--- config.mk ---
export PLATFORM = sky130hd
export DESIGN_NAME = bcd_conv_scheduler
export DESIGN_NICKNAME = d
export VERILOG_FILES = /design/src/rtl/bcd_pkg.sv /design/src/rtl/bcd_shift_core.sv /design/src/rtl/bcd_conv_scheduler.sv
export SDC_FILE = /design/constraint.sdc
export NUM_CORES = 1
export LEC_CHECK = 0
export CORE_MARGIN = 2
export CORE_UTILIZATION = 51
export CTS_BUF_LIST = sky130_fd_sc_hd__clkbuf_16
export DETAILED_ROUTE_END_ITERATION = 7
export HOLD_SLACK_MARGIN = 0.06
export PLACE_DENSITY = 0.76
export SLEW_MARGIN = 25
export SYNTH_ARGS = -nofsm -noshare
export SYNTH_HDL_FRONTEND = slang
export SYNTH_HIERARCHICAL = 1
export SYNTH_SLANG_ARGS = --single-unit
--- constraint.sdc ---
create_clock -name clk -period 4.1 [get_ports clk]
set_input_delay 1.025 -clock clk [delete_from_list [all_inputs] [get_ports clk]]
set_output_delay 1.025 -clock clk [all_outputs]
set_load 0.02 [all_outputs]
--- src/rtl/bcd_pkg.sv ---
// Shared constants, FSM state type and the double-dabble step used by the
// binary-to-BCD conversion scheduler and its shift core.
package bcd_pkg;

  localparam int BIN_W = 14;
  localparam int BCD_W = 16;
  localparam int SCR_W = BCD_W + BIN_W;
  localparam int ITER = 14;
  localparam logic [BIN_W-1:0] MAX_DEC = 14'd9999;

  typedef enum logic [1:0] {
    IDLE,
    CONV,
    OUT
  } state_t;

  // One shift/add-3 iteration: correct every BCD nibble >= 5, then shift left.
  function automatic logic [SCR_W-1:0] bcd_iter(input logic [SCR_W-1:0] s);
    logic [SCR_W-1:0] t;
    t = s;
    for (int d = 0; d < BCD_W / 4; d++) begin
      if (t[BIN_W + 4*d +: 4] >= 4'd5) begin
        t[BIN_W + 4*d +: 4] = t[BIN_W + 4*d +: 4] + 4'd3;
      end
    end
    return {t[SCR_W-2:0], 1'b0};
  endfunction

endpackage

--- src/rtl/bcd_shift_core.sv ---
// Iterative 14-bit binary-to-BCD engine. The first iteration is applied while
// loading; done is raised in the cycle that produces the 14th iteration.
module bcd_shift_core
  import bcd_pkg::*;
(
  input  logic        clk,
  input  logic        rst_n,
  input  logic        start,
  input  logic [13:0] bin,
  output logic [15:0] bcd,
  output logic        done
);

  logic [SCR_W-1:0] scr_reg;
  logic [SCR_W-1:0] scr_step;
  logic [3:0]       cnt_reg;
  logic             run_reg;

  assign scr_step = bcd_iter(scr_reg);
  assign done     = run_reg && (cnt_reg == 4'(ITER - 1));
  // The final iteration is combinational so the result lines up with done.
  assign bcd      = scr_step[SCR_W-1:BIN_W];

  always_ff @(posedge clk) begin
    if (!rst_n) begin
      scr_reg <= '0;
      cnt_reg <= '0;
      run_reg <= 1'b0;
    end else if (start) begin
      scr_reg <= bcd_iter({16'h0000, bin});
      cnt_reg <= 4'd1;
      run_reg <= 1'b1;
    end else if (run_reg) begin
      if (done) begin
        run_reg <= 1'b0;
      end else begin
        scr_reg <= scr_step;
        cnt_reg <= cnt_reg + 4'd1;
      end
    end
  end

endmodule

--- src/rtl/bcd_conv_scheduler.sv ---
// Round-robin scheduler sharing one binary-to-BCD engine among NCH requesters,
// with valid/ready handshakes on the request and result sides.
module bcd_conv_scheduler #(
  parameter int NCH = 4,
  parameter int BIN_W = 14,
  localparam int CH_W = $clog2(NCH)
) (
  input  logic                 clk,
  input  logic                 rst_n,
  input  logic [NCH-1:0]       req_valid,
  input  logic [NCH*BIN_W-1:0] req_data,
  output logic [NCH-1:0]       req_ready,
  output logic                 res_valid,
  input  logic                 res_ready,
  output logic [15:0]          res_bcd,
  output logic [CH_W-1:0]      res_ch,
  output logic                 res_ovf,
  output logic                 busy
);

  import bcd_pkg::*;

  state_t            state_reg, state_next;
  logic [CH_W-1:0]   rr_ptr_reg;
  logic [CH_W-1:0]   sel_idx;
  logic              sel_found;
  logic [BIN_W-1:0]  sel_data;
  logic [BIN_W-1:0]  op_reg;
  logic              first_reg;
  logic              transfer;
  logic              core_start;
  logic              core_done;
  logic [15:0]       core_bcd;

  // Scan from rr_ptr downward in priority; the last hit is the closest to rr_ptr.
  always_comb begin
    int idx;
    idx       = 0;
    sel_found = 1'b0;
    sel_idx   = '0;
    for (int k = NCH - 1; k >= 0; k--) begin
      idx = int'(rr_ptr_reg) + k;
      if (idx >= NCH) idx = idx - NCH;
      if (req_valid[idx]) begin
        sel_found = 1'b1;
        sel_idx   = CH_W'(idx);
      end
    end
  end

  generate
    for (genvar gi = 0; gi < NCH; gi++) begin : g_grant
      assign req_ready[gi] = rst_n && (state_reg == IDLE) && sel_found
                             && (sel_idx == CH_W'(gi));
    end
  endgenerate

  assign transfer   = |req_ready;
  assign sel_data   = req_data[sel_idx*BIN_W +: BIN_W];
  assign core_start = (state_reg == CONV) && first_reg;
  assign busy       = (state_reg != IDLE);

  always_comb begin
    state_next = state_reg;
    case (state_reg)
      IDLE:    if (transfer) state_next = CONV;
      CONV:    if (core_done) state_next = OUT;
      OUT:     if (res_ready) state_next = IDLE;
      default: state_next = IDLE;
    endcase
  end

  always_ff @(posedge clk) begin
    if (!rst_n) begin
      state_reg  <= IDLE;
      rr_ptr_reg <= '0;
      op_reg     <= '0;
      first_reg  <= 1'b0;
      res_valid  <= 1'b0;
      res_bcd    <= 16'h0000;
      res_ch     <= '0;
      res_ovf    <= 1'b0;
    end else begin
      state_reg <= state_next;
      first_reg <= transfer;
      if (transfer) begin
        op_reg     <= (sel_data > MAX_DEC) ? MAX_DEC : sel_data;
        res_ovf    <= (sel_data > MAX_DEC);
        res_ch     <= sel_idx;
        rr_ptr_reg <= (sel_idx == CH_W'(NCH - 1)) ? '0 : sel_idx + 1'b1;
      end
      if (state_reg == CONV && core_done) begin
        res_bcd   <= core_bcd;
        res_valid <= 1'b1;
      end
      if (state_reg == OUT && res_ready) begin
        res_valid <= 1'b0;
      end
    end
  end

  bcd_shift_core u_core (
    .clk   (clk),
    .rst_n (rst_n),
    .start (core_start),
    .bin   (op_reg),
    .bcd   (core_bcd),
    .done  (core_done)
  );

endmodule

==> impl_metrics.csv <==
group,metric,value,unit
logic_synthesis,synth_top_area_cell,"dfxtp_1",
floorplan,die_x,93.1,um
global_routing,first_global_vias,3526,
logic_synthesis,ys_top_cells_by_count,"nand2_1 (101), dfxtp_1 (73), a21oi_1 (39)",
power,max-vdd-ir-drop,0.213,mV
final_layout,drive_above_1_share,0.142,
routing,drt_iter0_drc,170,
logic_synthesis,synth.avg_cell_area,8.27,um^2
logic_synthesis,yosys_warnings,6,
worst_setup_path,crit_type,"input pin to primary output",
placement,dpl.hpwl,7290,um
hold_path,hold_end,"res_bcd[12]",
logic_synthesis,async_flop_share,0,
logic_synthesis,synth_ff_type,"dfxtp_1",
power,p_leak,2.05,nW
sta,tns,0,ns
sta,setup_violations,0,
cts,htree_levels,3,
routing,wl_met2,4580,um
floorplan,initial_utilization,0.526,
logic_synthesis,synth_nets,566,
cts,cts_sinks,73,
global_routing,grt_max_degree,37,
final_layout,fin_nets,651,
sta,worst_pin_slew,0.924,ns
floorplan,fp.coreArea,7690,um^2
logic_synthesis,synth_top_area_share,0.361,
hold_path,holdCritPathClass,"register to register",
cts,clockBufferDepth,2,
worst_setup_path,critical_path.max_fanout,6,
power,internal_power,0.00162,W
power,p_sw,0.000661,W
cts,post_cts_buffers,0,
routing,drt.antenna.violating_nets,0,
worst_setup_path,ff2ff_setup_slack,1.41,ns
cts,cts_resized,4,
cts,root_buffer,"clkbuf_16",
cts,clkLatencyLatePin,0.33,ns
logic_synthesis,ys_ff_latch,73,
global_routing,grt_antenna_before_repair,0,
floorplan,ioPinCount,88,
run,maxCapViolations,0,
cts,cts_tree,"built",
floorplan,die_y,93.1,um
routing,dr.pass1.iters,4,
logic_synthesis,synthCells,489,
worst_setup_path,startpoint_type,"input pin",
final_layout,final-seq-area,1460,um^2
routing,vias_per_cell,5.58,
sta,slew_viol_final,0,
cts,clk_pin_slew,0.05,ns
routing,drc,0,
final_layout,syn_to_final_growth,31.2,%
power,p_comb_frac,0.248,
hold_path,hold_path_depth,2,
placement,place_congestion,0.862,
sta,finalClockSkew,0.00780,ns
final_layout,n_antenna_cell,0,
sta,fmax,252,MHz
logic_synthesis,yosysSeqAreaShare,0.361,
placement,io_buffers,87,
worst_setup_path,endpoint_kind,"primary output",
power,p_sw_frac,0.290,
final_layout,multiInputGateArea,2310,um^2
sta,hold_viol,0,
sta,maxSlewHeadroom,0.382,
final_layout,largest_register_ffs,29,
routing,wl,10000,um
floorplan,row_count,32,
worst_setup_path,worstPathRequired,3.07,ns
logic_synthesis,synthTopCellsByArea,"dfxtp_1 (36%), nand2_1 (9.4%), a21oi_1 (4.8%), ha_1 (4.3%), o21ai_0 (3.1%)",
final_layout,fillers,625,
sta,rsz0062_at_grt,"false",
routing,wl_met3,635,um
routing,m1WireLength,4600,um
worst_setup_path,r2r-start,"rr_ptr_reg[1]",
logic_synthesis,netlist_area,4050,um^2
cts,hold_buffers,0,
power,seq_power_share,0.359,
routing,wl_per_cell,14.7,um
final_layout,finalNonFillerCells,681,
hold_path,min-delay-start,"res_bcd[12]",
cts,numCtsBuffers,9,
logic_synthesis,ys_types,56,
placement,dp_cells,665,
floorplan,dieArea,8660,um^2
sta,period_share,0.968,
logic_synthesis,synth_edf_count,0,
power,pwr-share-clk,0.393,
global_routing,overflow,0,
sta,min_period,3.97,ns
global_routing,grt_pass1_wl,16700,um
status,outcome,"completed",
global_routing,track_usage,0.239,
worst_setup_path,r2r-end,"op_reg[10]",
routing,top_layer,"met4",
worst_setup_path,arrival,2.94,ns
power,power_density,429,nW/um^2
routing,vias,3798,
worst_setup_path,reg2reg_depth,11,
logic_synthesis,synthMostInstantiatedCell,"nand2_1",
[layout make-up]
type | count | share of cell area
flip-flops and latches | 73 | 0.275
multi-input cells | 367 | 0.435
clock inverters | 7 | 0.0224
inverters | 19 | 0.0134
well taps | 102 | 0.0240
repair buffers | 104 | 0.188
clock buffers | 9 | 0.0424
[metal layers]
layer  track usage  vias up
met2         0.393      103
met4        0.0797        0
li1              -     1905
met3        0.0685       15
met1         0.303     1775
met5             0        -
[power by group through the flow]
stage | combinational [W] | clock (W) | sequential, W
3_5_place_dp | 0.000564 | 0 | 0.000830
6_report | 0.000566 | 0.000896 | 0.000817
2_1_floorplan | 0.000398 | 0 | 0.000821
3_3_place_gp | 0.000549 | 0 | 0.000829
5_1_grt | 0.000624 | 0.000935 | 0.000826
4_1_cts | 0.000567 | 0.000903 | 0.000816
[cells by family after synthesis]
kind of cell | after synthesis | synth area share
and+or+nand+nor | 195 | 0.237
xor gates and xnor gates | 6 | 0.0130
AOI/OAI and AO/OA | 147 | 0.262
DFF | 73 | 0.361
buffers and inverters | 49 | 0.0708
muxes | 5 | 0.0124
adders and majority gates | 14 | 0.0433
[cells in the final DEF (no fill, tap or decap), drive strengths merged, types with 5 or more instances in the layout]
| master | netlist | final |
|---|---|---|
| a31oi | 18 | 18 |
| o21ai | 28 | 28 |
| nand2b | 9 | 9 |
| dfxtp | 73 | 73 |
| clkdlybuf4s50 | 0 | 83 |
| o21a | 5 | 5 |
| nor2 | 15 | 15 |
| inv | 18 | 18 |
| a21oi | 39 | 39 |
| xnor2 | 5 | 5 |
| nor3 | 12 | 12 |
| a31o | 8 | 8 |
| and2 | 8 | 8 |
| nand3 | 8 | 8 |
| and3 | 25 | 25 |
| ha | 14 | 14 |
| mux2i | 5 | 5 |
| nand2 | 102 | 102 |
| clkbuf | 14 | 9 |
| buf | 16 | 17 |
| a211oi | 24 | 24 |
| or2 | 5 | 5 |
[per-stage QoR]
step | worst slack (ns) | area [um^2] | utilization | total power, W | hold slack, ns
2_1_floorplan | 0.590 | 4050 | - | 0.00122 | 0.433
3_3_place_gp | -0.0425 | 4960 | 0.646 | 0.00138 | 0.443
3_5_place_dp | -0.144 | 4960 | 0.646 | 0.00139 | 0.446
4_1_cts | 0.0124 | 5310 | 0.690 | 0.00229 | 0.453
5_1_grt | 0.0115 | 5310 | 0.691 | 0.00239 | 0.473
6_report | 0.131 | 5310 | 0.691 | 0.00228 | 0.450
[worst max-delay path by stage]
stage | startpoint | endpoint | slack (ns) | depth (start not counted)
after floorplan | req_valid[2] | op_reg[1] | 0.59 | 10
after global placement | req_valid[2] | req_ready[3] | -0.04 | 8
after detailed placement | req_valid[2] | req_ready[3] | -0.14 | 8
after CTS | req_valid[0] | req_ready[1] | 0.01 | 8
after global routing | req_valid[2] | req_ready[3] | 0.01 | 8
final | req_valid[2] | req_ready[2] | 0.13 | 8
[worst max-delay path: stages]
cell and delay, ns:
clkdlybuf4s50_1 0.47, nor2b_4 0.16, a221o_1 0.33, nand2_2 0.14, clkinv_1 0.14, ha_1 0.22
and2_1 0.14, dlygate4sd2_1 0.32
No activity file was read; power rests on OpenSTA's default activity.
